==> config.mk <==
export PLATFORM = sky130hd
export DESIGN_NAME = arena_port_arbiter
export DESIGN_NICKNAME = d
export VERILOG_FILES = /design/src/rtl/life_pkg.sv /design/src/rtl/rr_pick3.sv /design/src/rtl/arena_port_arbiter.sv
export SDC_FILE = /design/constraint.sdc
export NUM_CORES = 1
export LEC_CHECK = 0
export ABC_CLOCK_PERIOD_IN_PS = 4100
export CAP_MARGIN = 20
export CORE_MARGIN = 10
export CORE_UTILIZATION = 39
export DETAILED_ROUTE_END_ITERATION = 10
export GPL_TIMING_DRIVEN = 0
export PLACE_DENSITY = 0.95
export REMOVE_ABC_BUFFERS = 1
export SETUP_SLACK_MARGIN = 0.4
export SLEW_MARGIN = 10
export SYNTH_ARGS = -nofsm -noshare
export SYNTH_HDL_FRONTEND = slang
export SYNTH_HIERARCHICAL = 1
export SYNTH_SLANG_ARGS = --single-unit
==> constraint.sdc <==
create_clock -name clk -period 4.1 [get_ports clk]
set_input_delay 0.82 -clock clk [delete_from_list [all_inputs] [get_ports clk]]
set_output_delay 0.82 -clock clk [all_outputs]
set_load 0.05 [all_outputs]
==> src/rtl/life_pkg.sv <==
// Shared constants for the arena port arbiter: row index width and requester ids.
package life_pkg;

  localparam int ROW_W   = 8;
  localparam int NUM_REQ = 3;

  localparam logic [1:0] REQ_LOADER = 2'd0;
  localparam logic [1:0] REQ_ENGINE = 2'd1;
  localparam logic [1:0] REQ_READER = 2'd2;

  function automatic logic [NUM_REQ-1:0] idx_to_mask(input logic [1:0] idx);
    return 3'b001 << idx;
  endfunction

endpackage

==> src/rtl/rr_pick3.sv <==
// Combinational round-robin winner among three requesters, searching upward
// from the requester after the pointer and skipping any excluded requester.
module rr_pick3
  import life_pkg::*;
(
  input  logic [NUM_REQ-1:0] i_req,
  input  logic [1:0]         i_ptr,
  input  logic [NUM_REQ-1:0] i_excl,
  output logic               o_valid,
  output logic [1:0]         o_idx
);

  logic [NUM_REQ-1:0] w_cand;
  logic [1:0]         w_first;
  logic [1:0]         w_second;
  logic [1:0]         w_third;

  assign w_cand = i_req & ~i_excl;

  always_comb begin
    case (i_ptr)
      2'd0: begin
        w_first  = 2'd1;
        w_second = 2'd2;
        w_third  = 2'd0;
      end
      2'd1: begin
        w_first  = 2'd2;
        w_second = 2'd0;
        w_third  = 2'd1;
      end
      default: begin
        w_first  = 2'd0;
        w_second = 2'd1;
        w_third  = 2'd2;
      end
    endcase
  end

  always_comb begin
    o_valid = 1'b1;
    o_idx   = w_third;
    if (w_cand[w_first]) begin
      o_idx = w_first;
    end else if (w_cand[w_second]) begin
      o_idx = w_second;
    end else if (w_cand[w_third]) begin
      o_idx = w_third;
    end else begin
      o_valid = 1'b0;
    end
  end

endmodule

==> src/rtl/arena_port_arbiter.sv <==
// Shares arena port B between loader, engine and cell reader with round-robin
// ownership, owner lock for atomic sequences and a burst limit against starvation.
module arena_port_arbiter
  import life_pkg::*;
#(
  parameter int ARENA_WIDTH  = 10,
  parameter int ARENA_HEIGHT = 10,
  parameter int MAX_BURST    = 16
) (
  input  logic                           clk,
  input  logic                           reset_n,
  input  logic [NUM_REQ-1:0]             req,
  input  logic [NUM_REQ-1:0]             lock,
  input  logic [NUM_REQ*ROW_W-1:0]       row_in,
  input  logic [NUM_REQ-1:0]             we_in,
  input  logic [NUM_REQ*ARENA_WIDTH-1:0] wdata_in,
  output logic [NUM_REQ-1:0]             gnt,
  output logic [NUM_REQ-1:0]             rvalid,
  output logic [ARENA_WIDTH-1:0]         rdata,
  output logic [NUM_REQ-1:0]             row_err,
  output logic [ROW_W-1:0]               arena_row,
  output logic [ARENA_WIDTH-1:0]         arena_columns_in,
  output logic                           arena_write,
  input  logic [ARENA_WIDTH-1:0]         arena_columns
);

  localparam logic [0:0] ST_IDLE  = 1'b0;
  localparam logic [0:0] ST_OWNED = 1'b1;

  localparam int               BW        = $clog2(MAX_BURST + 1);
  localparam logic [BW-1:0]    LIMIT     = BW'(MAX_BURST);
  localparam logic [BW-1:0]    LIMIT_M1  = BW'(MAX_BURST - 1);
  localparam logic [ROW_W-1:0] HEIGHT_L  = ROW_W'(ARENA_HEIGHT);

  logic [0:0]         r_state;
  logic [1:0]         r_owner;
  logic [NUM_REQ-1:0] r_gnt;
  logic [1:0]         r_ptr;
  logic [BW-1:0]      r_burst;
  logic [NUM_REQ-1:0] r_rvalid;
  logic [NUM_REQ-1:0] r_row_err;

  logic                   w_owned;
  logic [NUM_REQ-1:0]     w_own_mask;
  logic                   w_own_req;
  logic                   w_own_lock;
  logic                   w_own_we;
  logic [ROW_W-1:0]       w_own_row;
  logic [ARENA_WIDTH-1:0] w_own_wdata;
  logic                   w_row_ok;
  logic                   w_access;
  logic                   w_others;
  logic                   w_release;
  logic                   w_at_limit;
  logic                   w_force;
  logic                   w_arb;
  logic [NUM_REQ-1:0]     w_excl;
  logic                   w_pick_valid;
  logic [1:0]             w_pick_idx;

  assign w_owned     = (r_state == ST_OWNED);
  assign w_own_mask  = w_owned ? idx_to_mask(r_owner) : '0;
  assign w_own_req   = w_owned & req[r_owner];
  assign w_own_lock  = w_owned & lock[r_owner];
  assign w_own_we    = we_in[r_owner];
  assign w_own_row   = row_in[int'(r_owner)*ROW_W +: ROW_W];
  assign w_own_wdata = wdata_in[int'(r_owner)*ARENA_WIDTH +: ARENA_WIDTH];
  assign w_row_ok    = (w_own_row < HEIGHT_L);
  assign w_access    = w_own_req & w_row_ok;
  assign w_others    = |(req & ~w_own_mask);

  // The limit counts the access happening this cycle, so an owner gets exactly
  // MAX_BURST accesses before a waiting requester takes over with no bubble.
  assign w_at_limit = (r_burst == LIMIT) || (w_access && (r_burst == LIMIT_M1));
  assign w_force    = w_owned & ~w_own_lock & w_at_limit & w_others;
  assign w_release  = w_owned & ~w_own_req & ~w_own_lock;
  assign w_arb      = ~w_owned | w_release | w_force;
  assign w_excl     = w_force ? w_own_mask : '0;

  rr_pick3 u_pick (
    .i_req   (req),
    .i_ptr   (r_ptr),
    .i_excl  (w_excl),
    .o_valid (w_pick_valid),
    .o_idx   (w_pick_idx)
  );

  always_ff @(posedge clk or negedge reset_n) begin
    if (!reset_n) begin
      r_state <= ST_IDLE;
      r_owner <= REQ_LOADER;
      r_gnt   <= '0;
      r_ptr   <= REQ_READER;
      r_burst <= '0;
    end else if (w_arb) begin
      r_burst <= '0;
      if (w_pick_valid) begin
        r_state <= ST_OWNED;
        r_owner <= w_pick_idx;
        r_gnt   <= idx_to_mask(w_pick_idx);
        r_ptr   <= w_pick_idx;
      end else begin
        r_state <= ST_IDLE;
        r_gnt   <= '0;
      end
    end else if (w_own_lock) begin
      r_burst <= '0;
    end else if (w_access && (r_burst != LIMIT)) begin
      r_burst <= r_burst + 1'b1;
    end
  end

  // The issuer tag travels with the read so rvalid reaches it even after a handover.
  always_ff @(posedge clk or negedge reset_n) begin
    if (!reset_n) begin
      r_rvalid  <= '0;
      r_row_err <= '0;
    end else begin
      r_rvalid  <= (w_access && !w_own_we) ? w_own_mask : '0;
      r_row_err <= (w_own_req && !w_row_ok) ? w_own_mask : '0;
    end
  end

  assign gnt              = r_gnt;
  assign rvalid           = r_rvalid;
  assign rdata            = arena_columns;
  assign row_err          = r_row_err;
  assign arena_row        = w_access ? w_own_row : '0;
  assign arena_columns_in = w_access ? w_own_wdata : '0;
  assign arena_write      = w_access & w_own_we;

endmodule

---- Word level (Yosys, flattened, before mapping) ----
Index checks and enable logic that the tools add are counted.
storage, ports and cells
  bits in registers ....................... 19
  input bits .............................. 75
  output and inout bits ................... 38
  word-level logic and storage cells ...... 82
operators by class
  bitwise gates (word level) .............. 18
  $add $sub $neg .......................... 1
  shift-type cells ........................ 4
  order comparisons ....................... 5
  $mul .................................... 1
  mux-type cells .......................... 31
  reductions and logical operators ........ 11
  equality and inequality tests ........... 4
operator list
  cell                                                 number
  indexed part select 30 x 7 -> 10 bit                 1
  indexed part select 24 x 6 -> 8 bit                  1
  two-way mux 3 bit                                    5
  two-way mux 5 bit                                    3
  binary-select mux 1 bit (select 2 bit)               6
  < comparator 2 x 3 -> 1 bit (second input constant)  4
  case mux 2 bit (2 select lines)                      3
  two-way mux 1 bit                                    10
  two-way mux 10 bit                                   1
  AND 1 bit                                            9
  < comparator 8 x 4 -> 1 bit (second input constant)  1
  two-way mux 8 bit                                    1
  AND 3 bit                                            2
  NOT 3 bit                                            2
  << shifter 1 x 2 -> 3 bit (first input constant)     2
  adder 5 x 1 -> 5 bit (second input constant)         1
  == test 5 x 4 -> 1 bit (second input constant)       1
  == test 5 bit (second input constant)                1
  multiplier 2 x 3 -> 5 bit (second input constant)    1
  inequality test 5 bit (second input constant)        1
  logical AND 1 bit                                    4
  two-way mux 2 bit                                    2
  NOT 1 bit                                            3
  nonzero test 3 bit                                   1
  other kinds (7)                                      9

---- Depth between registers and ports, before layout ----
Gate-level depths: netlist of the first run.
  depth in word-level cells ............... 17
  gate-level depth with buffers ........... 13
  mapped depth without buffers ............ 13

---- Cells and area by module ----
Netlist of the first run, hierarchy kept.
modules (own cells, without submodules)
  module              area each (µm²)  sequential area each (µm²)  cells an instance  times used
  arena_port_arbiter  1565.3           451.7                       184                1
  rr_pick3            76.3             0.0                         10                 1

---- Worst setup path before layout of the first run ----
OpenSTA, ideal clock, no wires.
  path kind ............................... in2out
  from .................................... input port row_in[23]
  to ...................................... output port arena_columns_in[2]
  buffers on the path ..................... 1
  arrival ................................. 2.388 ns
  path slack .............................. 0.892 ns
  required time ........................... 3.280 ns
  stages .................................. 6
  cell sequence ........................... nor4_1 > a211oi_1 > nor2_4 > nand3b_4 > clkbuf_1 > nor2_1
on the way
  word-level cells in the longest chain between the ends .. 4
ends and longest elaborated chain
  item                                 line                       source
  from (decl)                          arena_port_arbiter.sv:14   input logic [NUM_REQ*ROW_W-1:0] row_in,
  indexed part select 24 x 6 -> 8 bit  arena_port_arbiter.sv:66   assign w_own_row = row_in[int'(r_owner)*ROW_W +: ROW_W];
  < comparator 8 x 4 -> 1 bit          arena_port_arbiter.sv:68   assign w_row_ok = (w_own_row < HEIGHT_L);
  AND 1 bit                            arena_port_arbiter.sv:69   assign w_access = w_own_req & w_row_ok;
  two-way mux 10 bit                   arena_port_arbiter.sv:129  assign arena_columns_in = w_access ? w_own_wdata : '0;
  to (decl)                            arena_port_arbiter.sv:22   output logic [ARENA_WIDTH-1:0] arena_columns_in,
Every way passes these cells.

---- Worst setup path in the final report of the first run ----
  from .................................... input port row_in[23]
  to ...................................... output port arena_row[1]
on the way
  word-level cells in the longest chain between the ends .. 4
ends and longest elaborated chain
  item                                 line                       source
  indexed part select 24 x 6 -> 8 bit  arena_port_arbiter.sv:66
  < comparator 8 x 4 -> 1 bit          arena_port_arbiter.sv:68
  AND 1 bit                            arena_port_arbiter.sv:69
  two-way mux 8 bit                    arena_port_arbiter.sv:128  assign arena_row = w_access ? w_own_row : '0;
  to (decl)                            arena_port_arbiter.sv:21   output logic [ROW_W-1:0] arena_row,
Every way passes these cells.

==> run summary, run 1 <==
GLOBAL ROUTE
----------------------------------------------------------------------------------
Number of antenna violations at the first check in global routing                0
Total Routing Usage GR                                                      14.12%
Via count of the first global-routing pass                                    1884
Maximum number of pins on one net before global-route repair                    32
Global-route wire length before repair                                     8638 um
Global route total overflow                                                      0

DIE
----------------------------------------------------------------------------------
Placement row count                                                             23
Ports                                                                          113
Height of the die                                                         84.88 um
Full die area                                                           7205 sq um
Horizontal extent of the die                                              84.88 um
Initial Util                                                                40.75%
Placeable core area                                                     4029 sq um

MIN PATH
----------------------------------------------------------------------------------
Path type of the worst min-delay path                                      reg2reg

SYNTH
----------------------------------------------------------------------------------
Number of warnings reported in the yosys synthesis log                           6
Flops & latches, synth                                                          18
Portion of the post-synthesis area used by sequential elements              27.52%
Distinct cell type count after synthesis                                        56
Top post-synthesis cells by count                                     sky130_fd_sc_hd__nor2_1, sky130_fd_sc_hd__dfrtp_1, sky130_fd_sc_hd__mux2i_1
Post-synth top flop                                                   sky130_fd_sc_hd__dfrtp_1
Top cell type by total area after synthesis                           sky130_fd_sc_hd__dfrtp_1
Share of flip-flops with an asynchronous set or reset                       100.0%
Cell area after synthesis                                               1642 sq um
Number of synthesized flops with an enable pin                                   0
Biggest area contributors in the synthesized netlist                  sky130_fd_sc_hd__dfrtp_1, sky130_fd_sc_hd__mux2i_1, sky130_fd_sc_hd__nor2_1
Share of the synthesized area in the top cell type                          25.91%
Mean cell area of the mapped netlist                                   8.462 sq um
Instance count of the mapped netlist                                           194
Most frequent cell after synthesis                                    sky130_fd_sc_hd__nor2_1

CELLS AND AREA
----------------------------------------------------------------------------------
Signed area change from the synthesized netlist to the final layout         54.04%
Number of inserted filler cells in the final layout                            353
# diodes                                                                         0
Final net count                                                                346
Share of post-route cells with drive strength above 1                       14.61%
Final instance area                                                     2529 sq um

ROUTING
----------------------------------------------------------------------------------
Initial drt markers                                                             81
Number of routed nets with antenna violations                                    0
Via-per-instance ratio                                                       5.334
Per-cell routed wire length                                               17.07 um
First-pass iteration count of the detailed router                                4
DR vias                                                                       1691
Post-route DRC violation count                                                   0
Post-Route WL                                                              5410 um

CTS
----------------------------------------------------------------------------------
Clock network latency to the later pin of the worst-skew pair               250 ps
Clock tree root driver cell                                           sky130_fd_sc_hd__clkbuf_8
Number of clock buffers inserted by TritonCTS                                    3
Clock tree from TritonCTS                                                     done
# Post-CTS Setup Buffers                                                         0
Maximum number of buffers from clock root to sink                                2
Number of sinks on the clock net                                                18
Register clock-pin slew on the reported worst setup and hold paths           60 ps
Max H-tree Level                                                                 1

POWER
----------------------------------------------------------------------------------
Peak ir drop on the vdd network                                          0.2258 mV
Final Total Pwr                                                           1.269 mW
Power density of the placed cells                                     501.8 nW/um^2
Leakage                                                                   1.002 nW

SETUP PATH
----------------------------------------------------------------------------------
Critical path class                                                         in2out
Kind of capture point of the worst setup path                           output pin
Cell breakdown of the critical path                                   clkdlybuf4s50_1 > nor4_1 > a211oi_1 > nor2_4 > nand3b_2 > nor2_1 > clkdlybuf4s15_2
Startpoint type of the worst setup path                                  input pin
Worst-path maximum fanout                                                       13
Top cell family by delay on the critical path                         simple AND/OR/NAND/NOR gates
Critical-path cell with the highest stage delay                       sky130_fd_sc_hd__clkdlybuf4s50_1
CP max stage delay                                                          400 ps
Buf+Inv Stages, Crit Path                                                        2
Arr. time, crit path                                                       2800 ps
Critical path data required time                                           3280 ps

RUN STATUS
----------------------------------------------------------------------------------
Status                                                                complete, no violations

PLACEMENT
----------------------------------------------------------------------------------
Final estimated routing congestion in global placement                      0.7337
Worst-case setup slack after placement                                   -345.8 ps
Instance area at placement                                              2445 sq um
Buffers added on ports                                                          88
Estimated wirelength of the detail-placed design                           4369 um

TIMING
----------------------------------------------------------------------------------
Final period demand of the worst path                                      3615 ps
Count of endpoints failing hold in the final timing report                       0
RSZ-0062 raised after global routing                                            no
Max Transition Viols Final                                                       0
Max Clk Rate                                                             276.6 MHz
Final setup violation count                                                      0
Share of the clock period used by the worst path after layout               88.17%
Setup Skew                                                                3.598 ps
Worst rel slew slack                                                        47.52%
Transition at the pin with the smallest max-transition slack              784.8 ps
Final worst setup slack                                                   484.9 ps

FLOW RUN
----------------------------------------------------------------------------------
# Max-Cap Violations                                                             0

[cell type report]
type                    count  area, sq um  area share, %
inverters                   6        22.52         0.8906
multi-input cells         150         1031          40.77
well taps                  50        62.56          2.474
flip-flops and latches     18        454.2          17.96
clock buffers               4        45.04          1.781
repair buffers             89        913.4          36.12
[power by group]
group	total, mW	switching (mW)	leakage, nW	internal [mW]
sequential	0.308	0.0874	0.233	0.221
combinational	0.835	0.484	0.747	0.351
clock	0.125	0.0564	0.0228	0.0690
total	1.27	0.628	1.00	0.640
[cells by family after synthesis]
logic type / count (synthesis) / synth area share [%]
simple gates: 77 / 26.83
compound gates: 41 / 16.62
buf+inv: 30 / 11.51
mux: 23 / 14.48
flops: 18 / 27.52
fa+ha+maj: 3 / 2.287
other cells: 1 / 0.2284
xor+xnor: 1 / 0.5336
[cell usage in the layout, fill, tap and decap left out, drive strengths merged, types with 3 or more instances in the layout]
cell type / n
nor4: 3
mux2: 6
clkbuf: 4
a21oi: 16
ha: 3
nand2: 3
nand3: 4
nor2: 38
a2bb2oi: 3
o21ai: 7
dfrtp: 17
nand2b: 7
clkdlybuf4s15: 14
clkdlybuf4s50: 73
nor3: 5
conb: 4
a31oi: 3
inv: 6
mux2i: 17
nor3b: 3
[state kept, by name (all words and copies together), names as in the netlist]
signal	flops
gnt	3
r_burst	5
r_owner	2
r_ptr	1
r_state	1
row_err	3
rvalid	3
[worst register-to-register path, delay by kind of cell (launching register included)]
family | cells | cell delay, ps
compound gates | 5 | 1140
flops | 1 | 720
mux | 1 | 360
simple gates | 5 | 1110
[metal layers]
metal	vias to the layer above	global-route usage, %	part of all wire (%)
met5	-	0	0
met4	0	5.539	1.2
met1	776	13.95	38
li1	818	-	-
met2	91	23.68	48
met3	6	8.509	12
[metrics by stage]
stage / instances / setup TNS (ps) / hold WS (ps) / util [%]
3_3_place_gp: 311 / -6072 / 492.2 / 60.31
5_1_grt: 317 / 0 / 554.9 / 62.76
6_report: 317 / 0 / 521.3 / 62.76
3_5_place_dp: 312 / -5835 / 501.3 / 60.68
2_1_floorplan: 173 / 0 / 524.4 / -
4_1_cts: 316 / 0 / 514.4 / 62.52
[path summary, 6_finish.rpt]
| path | from | end | slack (ps) | cells past startpoint |
|---|---|---|---|---|
| max | row_in[23] | arena_row[1] | 480 | 7 |
| min | gnt[2]$_DFFE_PN0P_ | gnt[2]$_DFFE_PN0P_ | 520 | 1 |
| max reg2reg | r_owner[0]$_DFFE_PN0P_ | r_owner[1]$_DFFE_PN0P_ | 660 | 11 |
| min reg2reg | gnt[2]$_DFFE_PN0P_ | gnt[2]$_DFFE_PN0P_ | 520 | 1 |
| max in group asynchronous | reset_n | r_owner[1]$_DFFE_PN0P_ | 2530 | 1 |
| min in group asynchronous | reset_n | r_burst[4]$_DFFE_PN0P_ | 1030 | 1 |
[timing repair]
action | in CTS | in global routing
cloned | 0 | 1
pin swaps | 0 | 1
hold endpoints to repair | 0 | 0
endpoints found under the setup margin | 21 | 1
hold buffers | 0 | 0
resized for setup | 49 | 1
No activity file was read; power rests on OpenSTA's default activity.
==> run 2: changes to the inputs <==
--- a/config.mk
+++ b/config.mk
@@ -11,7 +11,7 @@
 export CORE_UTILIZATION = 39
 export DETAILED_ROUTE_END_ITERATION = 10
 export GPL_TIMING_DRIVEN = 0
-export PLACE_DENSITY = 0.95
+export PLACE_DENSITY = 0.88
 export REMOVE_ABC_BUFFERS = 1
 export SETUP_SLACK_MARGIN = 0.4
 export SLEW_MARGIN = 10
==> run 2 against run 1 <==
Non-clock buffer count did not move. Largest cell class unchanged. Critical path type unchanged. Sequential power barely moved. Clock skew fell by 1.8 ps. Critical path depth did not move. Register-to-register slack improved by 30 ps. Final cell count did not move.
==> run summary, run 2 (synthesis gave the netlist of run 1 again) <==
POWER
----------------------------------------------------------------------------------
Power density of the placed cells                                     504.0 nW/um^2
Peak ir drop on the vdd network                                          0.2152 mV
Leakage                                                                   1.013 nW

CELLS AND AREA
----------------------------------------------------------------------------------
Fraction of the core area covered by cells at the end of the flow           63.32%
Share of post-route cells with drive strength above 1                       14.98%
Final net count                                                                346
Most common cell after layout, fill and taps aside                    sky130_fd_sc_hd__clkdlybuf4s50_1
Non-Filler Instances                                                           317
# diodes                                                                         0
Number of flip-flops in the largest register                                     5
Largest Register                                                           r_burst
Number of inserted filler cells in the final layout                            345
Signed area change from the synthesized netlist to the final layout         55.41%
Commonest non-fill, non-tap cells in the layout                       sky130_fd_sc_hd__clkdlybuf4s50_1, sky130_fd_sc_hd__nor2_1, sky130_fd_sc_hd__mux2i_1, sky130_fd_sc_hd__a21oi_1, sky130_fd_sc_hd__dfrtp_1

MIN PATH
----------------------------------------------------------------------------------
Hold_sp                                                               gnt[0]$_DFFE_PN0P_
Path type of the worst min-delay path                                      reg2reg
Worst hold path cell count                                                       1
Min-Delay Endpoint                                                    gnt[0]$_DFFE_PN0P_

TIMING
----------------------------------------------------------------------------------
Worst rel slew slack                                                        49.02%
Setup Skew                                                                1.813 ps
Count of endpoints failing hold in the final timing report                       0
Max Transition Viols Final                                                       0
Final period demand of the worst path                                      3580 ps
Max Clk Rate                                                             279.3 MHz
RSZ-0062 raised after global routing                                           yes
Share of the clock period used by the worst path after layout               87.32%
Transition at the pin with the smallest max-transition slack              762.3 ps
Final setup violation count                                                      0
Worst Hold Margin                                                         515.4 ps

ROUTING
----------------------------------------------------------------------------------
Per-cell routed wire length                                               16.70 um
First-pass iteration count of the detailed router                                4
Via-per-instance ratio                                                       5.360
DR vias                                                                       1699
Initial drt markers                                                            118
Post-Route WL                                                              5294 um
Post-route DRC violation count                                                   0
Number of routed nets with antenna violations                                    0

FLOW RUN
----------------------------------------------------------------------------------
# Max-Cap Violations                                                             0

CTS
----------------------------------------------------------------------------------
Clock network latency to the later pin of the worst-skew pair               240 ps
Hold bufs inserted after CTS                                                     0
Number of clock buffers inserted by TritonCTS                                    3
Clock tree root driver cell                                           sky130_fd_sc_hd__clkbuf_8
Max H-tree Level                                                                 1
Clock tree from TritonCTS                                                     done
Register clock-pin slew on the reported worst setup and hold paths           70 ps
Number of sinks on the clock net                                                18
# Post-CTS Setup Buffers                                                         0
Maximum number of buffers from clock root to sink                                2

GLOBAL ROUTE
----------------------------------------------------------------------------------
Global-route wire length before repair                                     8769 um
Total Routing Usage GR                                                      14.30%
Via count of the first global-routing pass                                    1822
Maximum number of pins on one net before global-route repair                    32
Number of antenna violations at the first check in global routing                0
Global route total overflow                                                      0

SETUP PATH
----------------------------------------------------------------------------------
Worst-path maximum fanout                                                       13
Reg2Reg Launch Point                                                  r_owner[0]$_DFFE_PN0P_
R2R cell count                                                                  11
Kind of capture point of the worst setup path                           output pin
Arr. time, crit path                                                       2760 ps
Critical path data required time                                           3280 ps
FF-to-FF setup slack                                                        690 ps
Critical path class                                                         in2out
Startpoint type of the worst setup path                                  input pin
Worst r2r dst                                                         r_owner[1]$_DFFE_PN0P_

DIE
----------------------------------------------------------------------------------
Ports                                                                          113
Placeable core area                                                     4029 sq um
Initial Util                                                                40.75%
Height of the die                                                         84.88 um
Placement row count                                                             23
Full die area                                                           7205 sq um
Horizontal extent of the die                                              84.88 um

PLACEMENT
----------------------------------------------------------------------------------
Estimated wirelength of the detail-placed design                           4355 um
Buffers added on ports                                                          88
Final estimated routing congestion in global placement                      0.7827
# placed instances                                                             312

RUN STATUS
----------------------------------------------------------------------------------
Status                                                                complete, no violations

==> run 2: cell counts in the layout (fill, tap and decap cells not counted) <==
Identical to the previous run, type by type.
==> run 2: layout make-up <==
type                       count  area (sq um)  area share [%]
clock buffer                   4         55.05           2.158
inverter                       6         22.52          0.8828
sequential                    18         454.2           17.80
multi-input combinational    150          1031           40.41
tap                           50         62.56           2.452
timing repair buffer          89         925.9           36.29
==> run 2: timing repair <==
| item | CTS | global route |
|---|---|---|
| cloned | 0 | 1 |
| pin swaps | 0 | 1 |
| resized for setup | 48 | 2 |
| endpoints found under the setup margin | 21 | 13 |
==> run 2: through the flow <==
stage	cell area [sq um]	setup TNS (ps)	setup WS [ps]	power, mW
2_1_floorplan	1486	0	559.9	0.8548
3_3_place_gp	2430	-6103	-423.4	1.104
3_5_place_dp	2457	-5339	-347.7	1.140
4_1_cts	2540	0	452.3	1.283
5_1_grt	2551	0	387.4	1.376
6_report	2551	0	519.7	1.286
==> run 2: routing by layer <==
| layer | share of wire, % | GRT usage (%) | vias to the layer above |
|---|---|---|---|
| met5 | 0 | 0 | - |
| met4 | 0.64 | 3.293 | 0 |
| met3 | 15 | 8.222 | 2 |
| met2 | 45 | 23.20 | 106 |
| met1 | 40 | 15.85 | 768 |
| li1 | - | - | 823 |
==> run 2: critical path, stage by stage <==
cell	delay (ps)
sky130_fd_sc_hd__clkdlybuf4s50_1	400
sky130_fd_sc_hd__nor4_1	310
sky130_fd_sc_hd__a211oi_1	160
sky130_fd_sc_hd__nor2_4	260
sky130_fd_sc_hd__nand3b_2	260
sky130_fd_sc_hd__nor2_1	160
sky130_fd_sc_hd__clkdlybuf4s15_2	390
==> run 2: worst max path at each step <==
stage	slack (ps)	depth (start not counted)	from	to
finish	520	7	row_in[23]	arena_row[2]
global route	390	11	row_in[23]	gnt[1]$_DFFE_PN0P_
CTS	450	7	row_in[22]	arena_columns_in[1]
detailed placement	-350	6	r_owner[0]$_DFFE_PN0P_	arena_columns_in[1]
global placement	-420	6	r_owner[1]$_DFFE_PN0P_	arena_columns_in[1]
floorplan	560	5	r_owner[1]$_DFFE_PN0P_	arena_columns_in[0]
==> run 2: where the power goes <==
part | internal, mW | switching [mW] | total (mW)
clock | 0.0851 | 0.0551 | 0.140
sequential | 0.221 | 0.0877 | 0.308
combinational | 0.361 | 0.476 | 0.837
total | 0.667 | 0.619 | 1.29
==> run 3: changes to the inputs <==
--- a/config.mk
+++ b/config.mk
@@ -8,14 +8,12 @@
 export ABC_CLOCK_PERIOD_IN_PS = 4100
 export CAP_MARGIN = 20
 export CORE_MARGIN = 10
-export CORE_UTILIZATION = 39
+export CORE_UTILIZATION = 38
 export DETAILED_ROUTE_END_ITERATION = 10
 export GPL_TIMING_DRIVEN = 0
-export PLACE_DENSITY = 0.88
-export REMOVE_ABC_BUFFERS = 1
+export PLACE_DENSITY = 0.87
 export SETUP_SLACK_MARGIN = 0.4
 export SLEW_MARGIN = 10
 export SYNTH_ARGS = -nofsm -noshare
 export SYNTH_HDL_FRONTEND = slang
-export SYNTH_HIERARCHICAL = 1
 export SYNTH_SLANG_ARGS = --single-unit
==> run 3 against run 2 <==
Die area is 1.3% lower. First-iteration DRC count increased by 7.6%. Clock-buffer cell count stayed put. Hold slack worse by 27 ps. Via count up 11%. Cell area rose by 11%. Critical endpoint is now arena_columns_in[2]. Clock skew hardly changed.
==> run summary, run 3 <==
SYNTH
----------------------------------------------------------------------------------
Number of warnings reported in the yosys synthesis log                           0
Post-synth top flop                                                   sky130_fd_sc_hd__dfrtp_1
Share of flip-flops with an asynchronous set or reset                       100.0%
Top post-synthesis cells by count                                     sky130_fd_sc_hd__nor2_1, sky130_fd_sc_hd__dfrtp_1, sky130_fd_sc_hd__a21oi_1, sky130_fd_sc_hd__mux2i_1, sky130_fd_sc_hd__buf_4
Distinct cell type count after synthesis                                        48
Cell area after synthesis                                               1573 sq um
Instance count of the mapped netlist                                           195
Share of the synthesized area in the top cell type                          27.05%
Portion of the post-synthesis area used by sequential elements              28.72%
Biggest area contributors in the synthesized netlist                  sky130_fd_sc_hd__dfrtp_1, sky130_fd_sc_hd__mux2i_1, sky130_fd_sc_hd__nor2_1
Most frequent cell after synthesis                                    sky130_fd_sc_hd__nor2_1
Number of synthesized flops with an enable pin                                   0
Top cell type by total area after synthesis                           sky130_fd_sc_hd__dfrtp_1
Mean cell area of the mapped netlist                                   8.065 sq um
Flops & latches, synth                                                          18

TIMING
----------------------------------------------------------------------------------
Count of endpoints failing hold in the final timing report                       0
Setup Skew                                                                2.311 ps
Worst rel slew slack                                                        43.06%
RSZ-0062 raised after global routing                                           yes
Max Clk Rate                                                             274.0 MHz
Max Transition Viols Final                                                       0
Final setup violation count                                                      0
Final-layout setup total negative slack                                       0 ps
Transition at the pin with the smallest max-transition slack              851.4 ps
Final period demand of the worst path                                      3649 ps
Share of the clock period used by the worst path after layout               89.01%
Final worst setup slack                                                   450.5 ps

GLOBAL ROUTE
----------------------------------------------------------------------------------
Total Routing Usage GR                                                      16.46%
Maximum number of pins on one net before global-route repair                    19
Global route hottest layer                                                    met2
Global-route wire length before repair                                     9666 um
Number of antenna violations at the first check in global routing                0
Global Route met3 Usage                                                     9.758%
Global-route met1 utilization                                               15.02%
Global route total overflow                                                      0
Met2 layer usage reported by global route                                   29.60%
Via count of the first global-routing pass                                    1927

SETUP PATH
----------------------------------------------------------------------------------
Arr. time, crit path                                                       2830 ps
Startpoint type of the worst setup path                                  input pin
Critical path class                                                         in2out
Critical path data required time                                           3280 ps
Worst-path maximum fanout                                                       10
Kind of capture point of the worst setup path                           output pin

PLACEMENT
----------------------------------------------------------------------------------
Buffers added on ports                                                          98
Final estimated routing congestion in global placement                      0.8209
Instance area at placement                                              2628 sq um
Estimated wirelength of the detail-placed design                           5258 um
Worst-case setup slack after placement                                   -563.4 ps

CELLS AND AREA
----------------------------------------------------------------------------------
Final net count                                                                383
Commonest non-fill, non-tap cells in the layout                       sky130_fd_sc_hd__clkdlybuf4s50_1, sky130_fd_sc_hd__nor2_1, sky130_fd_sc_hd__buf_4, sky130_fd_sc_hd__dfrtp_1
Share of post-route cells with drive strength above 1                       24.01%
Number of flip-flops in the largest register                                     5
Signed area change from the synthesized netlist to the final layout         79.87%
Largest Register                                                           r_burst
Final instance area                                                     2829 sq um
# diodes                                                                         0
Most common cell after layout, fill and taps aside                    sky130_fd_sc_hd__clkdlybuf4s50_1

POWER
----------------------------------------------------------------------------------
Peak ir drop on the vdd network                                          0.2805 mV
Leakage                                                                   1.192 nW
Power density of the placed cells                                     587.0 nW/um^2
Final Total Pwr                                                           1.661 mW

ROUTING
----------------------------------------------------------------------------------
First-pass iteration count of the detailed router                                4
Post-Route WL                                                              6525 um
Initial drt markers                                                            127
Post-route DRC violation count                                                   0
Per-cell routed wire length                                               18.43 um
Via-per-instance ratio                                                       5.328
DR vias                                                                       1886
Number of routed nets with antenna violations                                    0

CTS
----------------------------------------------------------------------------------
Max H-tree Level                                                                 1
Clock tree root driver cell                                           sky130_fd_sc_hd__clkbuf_8
Clock tree from TritonCTS                                                     done
Number of clock buffers inserted by TritonCTS                                    3
Maximum number of buffers from clock root to sink                                2
Register clock-pin slew on the reported worst setup and hold paths           70 ps
Clock network latency to the later pin of the worst-skew pair               260 ps
Hold bufs inserted after CTS                                                     0
Number of sinks on the clock net                                                18

DIE
----------------------------------------------------------------------------------
Initial Util                                                                39.32%
Full die area                                                           7112 sq um
Height of the die                                                         84.34 um
Horizontal extent of the die                                              84.34 um
Placement row count                                                             23
Placeable core area                                                     4000 sq um
Ports                                                                          113

FLOW RUN
----------------------------------------------------------------------------------
# Max-Cap Violations                                                             0

RUN STATUS
----------------------------------------------------------------------------------
Status                                                                complete, no violations

MIN PATH
----------------------------------------------------------------------------------
Path type of the worst min-delay path                                      reg2reg

run 3: cell types whose count changed in the layout (fill, tap and decap cells not counted), sizes merged, moves of 3 or more:
cell	delta
clkdlybuf4s50	+8
a22oi	+3
nand2	+8
clkdlybuf4s15	-14
a31oi	-3
o21bai	+4
buf	+40
a2bb2oi	-3
nand2b	-6
nor3b	-3
mux2	-3
run 3: final timing paths:
check | from | to | slack, ps | depth (start not counted)
min in group asynchronous | reset_n | gnt[1]$_DFFE_PN0N_ | 1040 | 1
min | gnt[1]$_DFFE_PN0N_ | gnt[1]$_DFFE_PN0N_ | 490 | 1
max in group asynchronous | reset_n | r_burst[3]$_DFFE_PN0P_ | 2530 | 1
max reg2reg | r_owner[1]$_DFFE_PN0P_ | r_owner[0]$_DFFE_PN0P_ | 1390 | 9
min reg2reg | gnt[1]$_DFFE_PN0N_ | gnt[1]$_DFFE_PN0N_ | 490 | 1
max | row_in[11] | arena_columns_in[2] | 450 | 9
run 3: report_power, final:
group	internal, mW	switching, mW
combinational	0.501	0.749
clock	0.0855	0.0649
sequential	0.230	0.0305
total	0.817	0.844
run 3: cells by family (layout without fill, tap and decap cells):
group	count (synthesis)	in the layout	share of synthesized area [%]
DFF	18	18	28.72
and+or+nand+nor	74	74	22.75
other	1	4	0.2384
AOI/OAI and AO/OA	47	47	20.52
muxes	19	19	12.33
xor gates and xnor gates	3	3	1.671
buffers and inverters	30	136	11.38
adders and majority gates	3	3	2.387
run 3: routing by layer:
| layer | wire (um) | part of all wire (%) |
|---|---|---|
| met5 | 0 | 0 |
| met4 | 104 | 1.6 |
| met1 | 2201 | 34 |
| met2 | 3276 | 50 |
| met3 | 943 | 14 |
run 3: layout make-up:
| class | count | area [sq um] |
|---|---|---|
| sequential | 18 | 451.7 |
| timing repair buffer | 102 | 999.7 |
| clock buffer | 4 | 55.05 |
| multi-input combinational | 150 | 1059 |
| buffer | 23 | 175.2 |
| fill | 268 | 1171 |
| tap | 50 | 62.56 |
| inverter | 7 | 26.28 |
run 3: critical path: stages:
cell and delay, ps:
sky130_fd_sc_hd__clkdlybuf4s50_1 390, sky130_fd_sc_hd__mux2_1 320, sky130_fd_sc_hd__a22oi_2 260, sky130_fd_sc_hd__a21oi_4 50, sky130_fd_sc_hd__or3_4 370, sky130_fd_sc_hd__buf_8 150, sky130_fd_sc_hd__buf_8 150, sky130_fd_sc_hd__nor2_2 130
sky130_fd_sc_hd__buf_6 170
run 3: stage by stage:
step,utilization [%],std cells,hold WS (ps)
after floorplan,-,198,513.9
after global placement,65.69,346,473.1
after detailed placement,65.69,346,475.1
after CTS,68.94,350,496.2
after global routing,70.72,354,523.1
final,70.72,354,488.5
run 3: what timing repair did:
action,4_1_cts,5_1_grt
endpoints found under the setup margin,15,15
gates resized for setup,117,14
gates cloned,0,0
setup buffers,0,4
pin swaps,3,6
hold endpoints to repair,0,0
